<file path="src/rtl/alu_seq_shifter_pkg.sv">
// Shared definitions for the ALU32 sequential shift unit.
// Contents: default operand/shift-amount widths, op codes, FSM state codes.
// Optional feature macro used by the unit: ALU_SHIFT_FAST4_EN.
package alu_seq_shifter_pkg;

  localparam int unsigned ALU_N       = 32;
  localparam int unsigned ALU_SHAMT_W = 5;

  // Shift operation select.
  typedef enum logic [1:0] {
    OP_SLL  = 2'b00,
    OP_SRL  = 2'b01,
    OP_SRA  = 2'b10,
    OP_PASS = 2'b11
  } alu_shift_op_e;

  // Sequencer state.
  typedef enum logic [1:0] {
    ST_IDLE  = 2'b00,
    ST_SHIFT = 2'b01,
    ST_DONE  = 2'b10
  } alu_shift_state_e;

endpackage

</file>
<file path="src/rtl/alu_seq_shifter_if.sv">
// Request/response bundle of the sequential shift unit.
// master: drives start/op/a/shamt, observes busy/done/result.
// slave : the shift unit itself.
interface alu_seq_shifter_if
  import alu_seq_shifter_pkg::*;
#(
  parameter int unsigned N       = ALU_N,
  parameter int unsigned SHAMT_W = ALU_SHAMT_W
) ();

  logic               start;
  alu_shift_op_e      op;
  logic [N-1:0]       a;
  logic [SHAMT_W-1:0] shamt;
  logic               busy;
  logic               done;
  logic [N-1:0]       result;

  modport master (output start, op, a, shamt, input busy, done, result);
  modport slave  (input start, op, a, shamt, output busy, done, result);

endinterface

</file>
<file path="src/rtl/alu_seq_shifter_shift_step.sv">
// shift_step: combinational shift of DIST positions selected by op.
// Ports: op_i (operation), data_i (value to shift), data_c_o (shifted value, combinational).
module shift_step
  import alu_seq_shifter_pkg::*;
#(
  parameter int unsigned N    = ALU_N,
  parameter int unsigned DIST = 1
) (
  input  alu_shift_op_e op_i,
  input  logic [N-1:0]  data_i,
  output logic [N-1:0]  data_c_o
);

  // One shift of DIST bits; PASS leaves the value untouched.
  always_comb begin
    data_c_o = data_i;
    case (op_i)
      OP_SLL:  data_c_o = {data_i[N-1-DIST:0], {DIST{1'b0}}};
      OP_SRL:  data_c_o = {{DIST{1'b0}}, data_i[N-1:DIST]};
      OP_SRA:  data_c_o = {{DIST{data_i[N-1]}}, data_i[N-1:DIST]};
      OP_PASS: data_c_o = data_i;
      default: data_c_o = data_i;
    endcase
  end

endmodule

</file>
<file path="src/rtl/alu_seq_shifter.sv">
// alu_seq_shifter: multi-cycle SLL/SRL/SRA unit, one bit per clock under a
// start/busy/done handshake; result feeds the ALU result mux.
// Ports: clk (rising edge), rst (synchronous, active high),
//        bus (alu_seq_shifter_if.slave: start/op/a/shamt in, busy/done/result out).
// Macro ALU_SHIFT_FAST4_EN: while 4 or more positions remain, step by 4 per clock.
module alu_seq_shifter
  import alu_seq_shifter_pkg::*;
#(
  parameter int unsigned N       = ALU_N,
  parameter int unsigned SHAMT_W = ALU_SHAMT_W
) (
  input logic              clk,
  input logic              rst,
  alu_seq_shifter_if.slave bus
);

  alu_shift_state_e   state_q, state_d;
  alu_shift_op_e      op_q, op_d;
  logic [SHAMT_W-1:0] count_q, count_d;
  logic [N-1:0]       result_q, result_d;
  logic               busy_q, busy_d;
  logic               done_q, done_d;
  logic [N-1:0]       step1_c;

  shift_step #(.N(N), .DIST(1)) u_step1 (
    .op_i     (op_q),
    .data_i   (result_q),
    .data_c_o (step1_c)
  );

`ifdef ALU_SHIFT_FAST4_EN
  logic [N-1:0] step4_c;

  shift_step #(.N(N), .DIST(4)) u_step4 (
    .op_i     (op_q),
    .data_i   (result_q),
    .data_c_o (step4_c)
  );
`endif

  // State register and datapath registers.
  always_ff @(posedge clk) begin
    if (rst) begin
      state_q  <= ST_IDLE;
      op_q     <= OP_SLL;
      count_q  <= '0;
      result_q <= '0;
      busy_q   <= 1'b0;
      done_q   <= 1'b0;
    end else begin
      state_q  <= state_d;
      op_q     <= op_d;
      count_q  <= count_d;
      result_q <= result_d;
      busy_q   <= busy_d;
      done_q   <= done_d;
    end
  end

  // Next-state and datapath update.
  always_comb begin
    state_d  = state_q;
    op_d     = op_q;
    count_d  = count_q;
    result_d = result_q;
    done_d   = 1'b0;

    case (state_q)
      ST_IDLE, ST_DONE: begin
        if (bus.start) begin
          result_d = bus.a;
          op_d     = bus.op;
          count_d  = bus.shamt;
          if ((bus.shamt == '0) || (bus.op == OP_PASS)) begin
            state_d = ST_DONE;
            done_d  = 1'b1;
          end else begin
            state_d = ST_SHIFT;
          end
        end else if (state_q == ST_DONE) begin
          state_d = ST_IDLE;
        end
      end
      ST_SHIFT: begin
`ifdef ALU_SHIFT_FAST4_EN
        if (count_q >= SHAMT_W'(4)) begin
          result_d = step4_c;
          count_d  = count_q - SHAMT_W'(4);
        end else
`endif
        begin
          result_d = step1_c;
          count_d  = count_q - SHAMT_W'(1);
        end
        // Finish on the step that consumes the last position.
        if (count_d == '0) begin
          state_d = ST_DONE;
          done_d  = 1'b1;
        end
      end
      default: state_d = ST_IDLE;
    endcase

    busy_d = (state_d == ST_SHIFT);
  end

  assign bus.busy   = busy_q;
  assign bus.done   = done_q;
  assign bus.result = result_q;

endmodule

</file>
<file path="src/flat_wrapper.sv">
// flat-port wrapper written by rule: the top's interface ports become plain ports
module alu_seq_shifter_flat import alu_seq_shifter_pkg::*;
#(
  parameter int unsigned N       = ALU_N,
  parameter int unsigned SHAMT_W = ALU_SHAMT_W
)
  (clk, rst, bus_start, bus_op, bus_a, bus_shamt, bus_busy, bus_done, bus_result);
  alu_seq_shifter_if #(.N(N), .SHAMT_W(SHAMT_W)) bus_i ();
  input logic clk;
  input logic rst;
  input wire logic [$bits(bus_i.start)-1:0] bus_start;
  input wire logic [$bits(bus_i.op)-1:0] bus_op;
  input wire logic [$bits(bus_i.a)-1:0] bus_a;
  input wire logic [$bits(bus_i.shamt)-1:0] bus_shamt;
  output wire logic [$bits(bus_i.busy)-1:0] bus_busy;
  output wire logic [$bits(bus_i.done)-1:0] bus_done;
  output wire logic [$bits(bus_i.result)-1:0] bus_result;
  assign bus_i.start = bus_start;
  assign bus_i.op = bus_op;
  assign bus_i.a = bus_a;
  assign bus_i.shamt = bus_shamt;
  assign bus_busy = bus_i.busy;
  assign bus_done = bus_i.done;
  assign bus_result = bus_i.result;
  alu_seq_shifter #(.N(N), .SHAMT_W(SHAMT_W)) u_core (.clk(clk), .rst(rst), .bus(bus_i));
endmodule
</file>
<file path="config.mk">
export PLATFORM = sky130hd
export DESIGN_NAME = alu_seq_shifter_flat
export DESIGN_NICKNAME = d
export VERILOG_FILES = /design/src/rtl/alu_seq_shifter_pkg.sv /design/src/rtl/alu_seq_shifter_if.sv /design/src/rtl/alu_seq_shifter_shift_step.sv /design/src/rtl/alu_seq_shifter.sv /design/src/flat_wrapper.sv
export SDC_FILE = /design/constraint.sdc
export NUM_CORES = 1
export LEC_CHECK = 0
export CORE_ASPECT_RATIO = 0.5
export CORE_MARGIN = 8
export CORE_UTILIZATION = 40
export CTS_CLUSTER_DIAMETER = 80
export CTS_CLUSTER_SIZE = 12
export DETAILED_ROUTE_END_ITERATION = 6
export GPL_ROUTABILITY_DRIVEN = 1
export PLACE_DENSITY_LB_ADDON = 0.15
export REMOVE_ABC_BUFFERS = 1
export SYNTH_ARGS = -nofsm -noshare
export SYNTH_HDL_FRONTEND = slang
export SYNTH_SLANG_ARGS = --single-unit
export TNS_END_PERCENT = 10
</file>
<file path="constraint.sdc">
create_clock -name clk -period 1.91 [get_ports clk]
set_input_delay 0.382 -clock clk [delete_from_list [all_inputs] [get_ports clk]]
set_output_delay 0.382 -clock clk [all_outputs]
set_load 0.005 [all_outputs]
</file>
==> impl_metrics.csv, run 1 <==
group,metric,value,unit
logic_synthesis,synth_cells,289,
critical_path,cp.required,2.12,ns
global_routing,grt_pass1_wl,10.94,mm
power,p_sw,857.6,uW
drt,drcViolationCount,0,
logic_synthesis,synth.avg_cell_area,7.914,um2
placed_design,detailed_place_hpwl,4.862,mm
critical_path,worstPathCellList,"inv_1 -> ha_1 -> o21ba_2 -> buf_12 -> a221oi_1 -> a21o_1 -> a21oi_1",
clocking,clock-sinks,43,
layout,n_antenna_cell,0,
sta,max_freq,601.8,MHz
floorplanning,pin_count,76,
run,max-cap-violations,0,
layout,nNetsFinal,405,
power,intPower,1.983,mW
global_routing,grt_overflow,0,
sta,period_needed,1.662,ns
drt,dr.pass1.iters,4,
critical_path,crit_path_max_fanout,31,
floorplanning,dieArea,0.008541,mm2
clocking,hold_buffers,0,
layout,area_delta_synth_final,42.18,%
sta,rsz0062_at_grt,"no",
drt,drtIter0Drc,180,
drt,vias,2421,
critical_path,critPathArrivalTime,1.87,ns
outcome,status,"completed",
floorplanning,start_util,41.65,%
logic_synthesis,yosys.area.top_type_share,37.64,%
drt,ant_nets,0,
sta,worst_slack,0.2484,ns
clocking,cts.path.max_buffers,2,
clocking,cts_setup_buffers,0,
floorplanning,core,0.005492,mm2
critical_path,slowest_delay,0.37,ns
global_routing,grt_usage,15.06,%
critical_path,path_class,"register to register",
clocking,cts_tree,"yes",
power,ir_drop,0.4383,mV
critical_path,worstSetupEndpointType,"register",
logic_synthesis,yosys.cell_types.count,30,
placed_design,dpl_worst_slack,-0.01808,ns
floorplanning,num_rows,19,
power,p_comb_share,31.2,%
global_routing,grt_antenna_before_repair,0,
power,sw_frac_of_total,30.19,%
logic_synthesis,ys_ff_latch,43,
clocking,clk_pin_slew_worst_paths,0.06,ns
layout,drive_gt1_share,6.964,%
clocking,cts_resized,0,
sta,hold_viol_final,0,
logic_synthesis,ys_warn_count,0,
drt,wl_per_cell,15.36,um
drt,viasPerCell,5.604,
logic_synthesis,synth.cell_area,0.002287,mm2
sta,whs,0.4940,ns
clocking,cts_made_buffers,5,
clocking,root_buffer,"clkbuf_16",
critical_path,crit_path_start_kind,"register",
clocking,htree_levels,2,
power,leakage,1.304,nW
floorplanning,die_x,122.9,um
logic_synthesis,ys_seq_area_share,37.64,%
power,p_per_area,873.5,mW/mm2
global_routing,first_global_vias,2361,
critical_path,cpMaxStageDelayCell,"dfxtp_1",
layout,stdcell_area,0.003252,mm2
placed_design,io_buffer_count,75,
logic_synthesis,synth_area_leader_cell,"dfxtp_1",
worst_hold_path,min_path_type,"register to register",
sta,finalSetupViolCount,0,
layout,fin_cells,432,
sta,worst_pin_slew,0.4457,ns
layout,nFillCells,507,
placed_design,finalWeightedCongestion,0.8045,
power,p_seq_share,40.0,%
sta,min_period_over_period,86.99,%
sta,maxSlewViolCount,0,
floorplanning,die_h,69.47,um
placed_design,placed_cell_area,0.003112,mm2
placed_design,dp.cells,424,
power,p_clk_share,28.8,%
sta,slew_headroom,70.19,%
logic_synthesis,synthTopCellsByArea,"dfxtp_1 (38%), a221oi_1 (12%), nand2_1 (11%), a21o_1 (11%), a21oi_1 (8.3%)",
clocking,worstSkewPairLatency,0.28,ns
global_routing,grt_max_degree,32,
sta,fin_skew,0.002195,ns
drt,wl,6.634,mm
-- synthesized netlist by cell type --
cell	instances
nand2_1	68
dfxtp_1	43
a21oi_1	38
a21o_1	32
a221oi_1	32
clkbuf_1	18
nor2_1	10
buf_2	5
ha_1	5
inv_1	5
buf_6	4
nand2b_1	3
nor2b_1	3
nor3_1	3
o21ai_0	3
o31ai_1	2
xnor2_1	2
a211oi_1	1
a221oi_2	1
a2bb2oi_1	1
a31oi_1	1
and2_1	1
and3_1	1
nand3_1	1
nand4b_1	1
nor4_1	1
o21a_1	1
o21ba_2	1
or3b_1	1
or4_1	1
-- sequential cells by signal, indices dropped and copies added, names as in the netlist --
| signal | count |
|---|---|
| u_core.bus.result | 32 |
| u_core.count_q | 5 |
| u_core.bus.done | 1 |
| u_core.bus.busy | 1 |
| u_core.state_q | 2 |
| u_core.op_q | 2 |
-- cell type report --
cell class	instances	area (um2)	share of cell area, %
Tap cell	73	91.34	2.809
Sequential cell	43	860.8	26.47
Multi-Input combinational cell	214	1272	39.13
Clock buffer	5	125.1	3.848
Inverter	5	18.77	0.5771
Timing Repair Buffer	89	868.3	26.70
Clock inverter	3	15.01	0.4617
-- critical path, delay by kind of cell, from the launching register on --
| kind | cells | cell delay [ns] |
|---|---|---|
| compound gates | 4 | 0.65 |
| flops | 1 | 0.37 |
| fa+ha+maj | 1 | 0.32 |
| buf+inv | 2 | 0.24 |
-- power groups by stage --
stage	Sequential [mW]	Combinational [mW]	Clock [mW]
3_3_place_gp	1.15	0.870	0
6_report	1.14	0.885	0.819
4_1_cts	1.13	0.892	0.837
2_1_floorplan	1.14	0.441	0
5_1_grt	1.16	0.975	0.881
3_5_place_dp	1.15	0.890	0
-- metal layers --
| layer | global-route usage (%) | wire [um] | vias up |
|---|---|---|---|
| met5 | 0 | 0 | - |
| met4 | 3.083 | 19 | 0 |
| li1 | - | - | 1180 |
| met2 | 26.72 | 3321 | 69 |
| met3 | 4.062 | 402 | 2 |
| met1 | 17.63 | 2890 | 1170 |
-- path summary, 6_finish.rpt --
path,start,to,slack [ns],cells past startpoint
worst max-delay path,u_core.op_q[0]$_SDFFE_PP0P_,u_core.bus.result[11]$_SDFFE_PP0P_,0.25,7
worst min-delay path,u_core.bus.result[4]$_SDFFE_PP0P_,u_core.bus.result[4]$_SDFFE_PP0P_,0.49,2
worst max register to register,u_core.op_q[0]$_SDFFE_PP0P_,u_core.bus.result[11]$_SDFFE_PP0P_,0.25,7
worst min register to register,u_core.bus.result[4]$_SDFFE_PP0P_,u_core.bus.result[4]$_SDFFE_PP0P_,0.49,2
-- cells by family after synthesis --
| logic type | share of synthesized area (%) |
|---|---|
| XOR/XNOR | 0.7660 |
| adder cells (fa/ha/maj) | 2.735 |
| AO/OA/AOI/OAI | 34.79 |
| flip-flops | 37.64 |
| AND/OR/NAND/NOR | 17.23 |
| buffers and inverters | 6.838 |
-- placed cells by master (no fill, tap or decap), types with 3 or more instances in the layout --
cell type	n
dfxtp_1	43
buf_4	13
clkdlybuf4s50_1	75
nor3_1	3
o21ai_0	3
clkbuf_16	5
ha_1	5
a221oi_1	32
a21oi_1	38
a21o_1	32
inv_1	5
nand2b_1	3
nor2_1	10
nand2_1	68
clkinv_2	3
-- per-stage QoR --
stage | power (mW) | utilization, % | TNS [ns]
2_1_floorplan | 1.577 | - | -9.374
3_3_place_gp | 2.022 | 56.66 | 0
3_5_place_dp | 2.044 | 56.66 | -0.03478
4_1_cts | 2.864 | 59.22 | 0
5_1_grt | 3.011 | 59.22 | 0
6_report | 2.840 | 59.22 | 0
Power figures use the tool's default switching activity.
==> run 2: changes to the inputs <==
SKIP_LAST_GASP = 1   (was not set)
==> results of run 2 <==
Final layout, timing and power as in run 1 (identical DEF).
==> run 3: changes to the inputs <==
clock period = 2.05 ns   (was 1.91 ns; I/O delays follow)
==> impl_metrics.csv, run 3 (synthesized netlist as in run 1, its figures left out) <==
group,metric,value,unit
layout,fin_cells,431,
floorplanning,die_x,122.9,um
critical_path,critPathArrivalTime,1.87,ns
sta,fin_skew,0.004925,ns
run,max-cap-violations,0,
sta,max_freq,589.8,MHz
layout,n_antenna_cell,0,
drt,viasPerCell,5.564,
drt,vias,2398,
layout,utilization,59.92,%
worst_hold_path,min_path_type,"register to register",
outcome,status,"completed",
drt,wl_per_cell,15.35,um
floorplanning,start_util,41.65,%
global_routing,grt_usage,15.16,%
layout,nNetsFinal,404,
floorplanning,die_h,69.47,um
sta,slew_headroom,65.79,%
critical_path,worstSetupEndpointType,"register",
clocking,clock-sinks,43,
sta,maxSlewViolCount,0,
global_routing,grt_overflow,0,
sta,worst_pin_slew,0.5116,ns
drt,ant_nets,0,
layout,area_delta_synth_final,43.87,%
layout,drive_gt1_share,6.704,%
sta,whs,0.4847,ns
clocking,cts.path.max_buffers,2,
layout,stdcell_area,0.003291,mm2
power,ir_drop,0.5184,mV
sta,rsz0062_at_grt,"no",
sta,fin_tns_setup,0,ns
sta,hold_viol_final,0,
clocking,cts_tree,"yes",
critical_path,crit_path_max_fanout,2,
placed_design,dp.cells,423,
sta,worst_slack,0.3545,ns
power,finalPower,2.797,mW
drt,drcViolationCount,0,
layout,layout_common_cells,"clkdlybuf4s50_1 (75), nand2_1 (68), dfxtp_1 (43)",
global_routing,grt_antenna_before_repair,0,
drt,drtIter0Drc,196,
critical_path,path_class,"primary input to register",
sta,period_needed,1.695,ns
clocking,root_buffer,"clkbuf_16",
clocking,cts_setup_buffers,0,
global_routing,grt_pass1_wl,10.90,mm
floorplanning,num_rows,19,
placed_design,detailed_place_hpwl,4.839,mm
drt,dr.pass1.iters,4,
sta,finalSetupViolCount,0,
global_routing,first_global_vias,2317,
placed_design,io_buffer_count,75,
placed_design,dpl_worst_slack,0.06017,ns
clocking,worstSkewPairLatency,0.28,ns
layout,largest_reg_flops,32,
critical_path,crit_path_start_kind,"primary input",
clocking,hold_buffers,0,
critical_path,cp.required,2.22,ns
placed_design,finalWeightedCongestion,0.8055,
floorplanning,pin_count,76,
power,p_per_area,850.1,mW/mm2
drt,wl,6.618,mm
clocking,clk_pin_slew_worst_paths,0.06,ns
power,leakage,1.319,nW
floorplanning,dieArea,0.008541,mm2
global_routing,grt_max_degree,32,
placed_design,placed_cell_area,0.003117,mm2
sta,min_period_over_period,82.71,%
clocking,htree_levels,2,
floorplanning,core,0.005492,mm2
layout,final_common_cell,"clkdlybuf4s50_1",
clocking,cts_resized,0,
clocking,cts_made_buffers,5,
[run 3: changes by cell type in the layout (fill, tap and decap cells not counted), sizes merged]
cell,change
clkbuf,+1
clkinv,-2
bufinv,+1
buf,-1
[run 3: power breakdown]
| group | switching, mW | total [mW] | internal (mW) |
|---|---|---|---|
| registers | 0.112 | 1.06 | 0.946 |
| clock network | 0.305 | 0.910 | 0.605 |
| logic | 0.370 | 0.829 | 0.458 |
| total | 0.787 | 2.80 | 2.01 |
[run 3: metal layers]
metal  up-vias  wire [um]  global-route usage [%]
li1       1181          -                       -
met1      1157       2945                   18.16
met2        56       3249                   26.60
met3         4        376                   3.737
met4         0         47                   3.217
met5         -          0                       0
[run 3: layout make-up]
| class | instances | area, um2 |
|---|---|---|
| inverter | 5 | 18.77 |
| tap | 73 | 91.34 |
| fill | 514 | 2201 |
| timing repair buffer | 88 | 873.3 |
| sequential | 43 | 860.8 |
| multi-input combinational | 214 | 1272 |
| clock inverter | 2 | 35.03 |
| clock buffer | 6 | 138.9 |
[run 3: final timing paths]
path / from / cells past startpoint / slack, ns / endpoint
worst max-delay path: bus_shamt[0] / 5 / 0.35 / u_core.state_q[0]$_SDFF_PP0_
worst min register to register: u_core.bus.result[27]$_SDFFE_PP0P_ / 2 / 0.48 / u_core.bus.result[27]$_SDFFE_PP0P_
worst max register to register: u_core.op_q[0]$_SDFFE_PP0P_ / 7 / 0.37 / u_core.bus.result[22]$_SDFFE_PP0P_
worst min-delay path: u_core.bus.result[27]$_SDFFE_PP0P_ / 2 / 0.48 / u_core.bus.result[27]$_SDFFE_PP0P_
[run 3: worst max-delay path, cell delays in order]
cell and delay [ns]:
clkdlybuf4s50_1 0.43, or4_1 0.52, o21ai_0 0.24, nor3_1 0.10, a21o_1 0.17
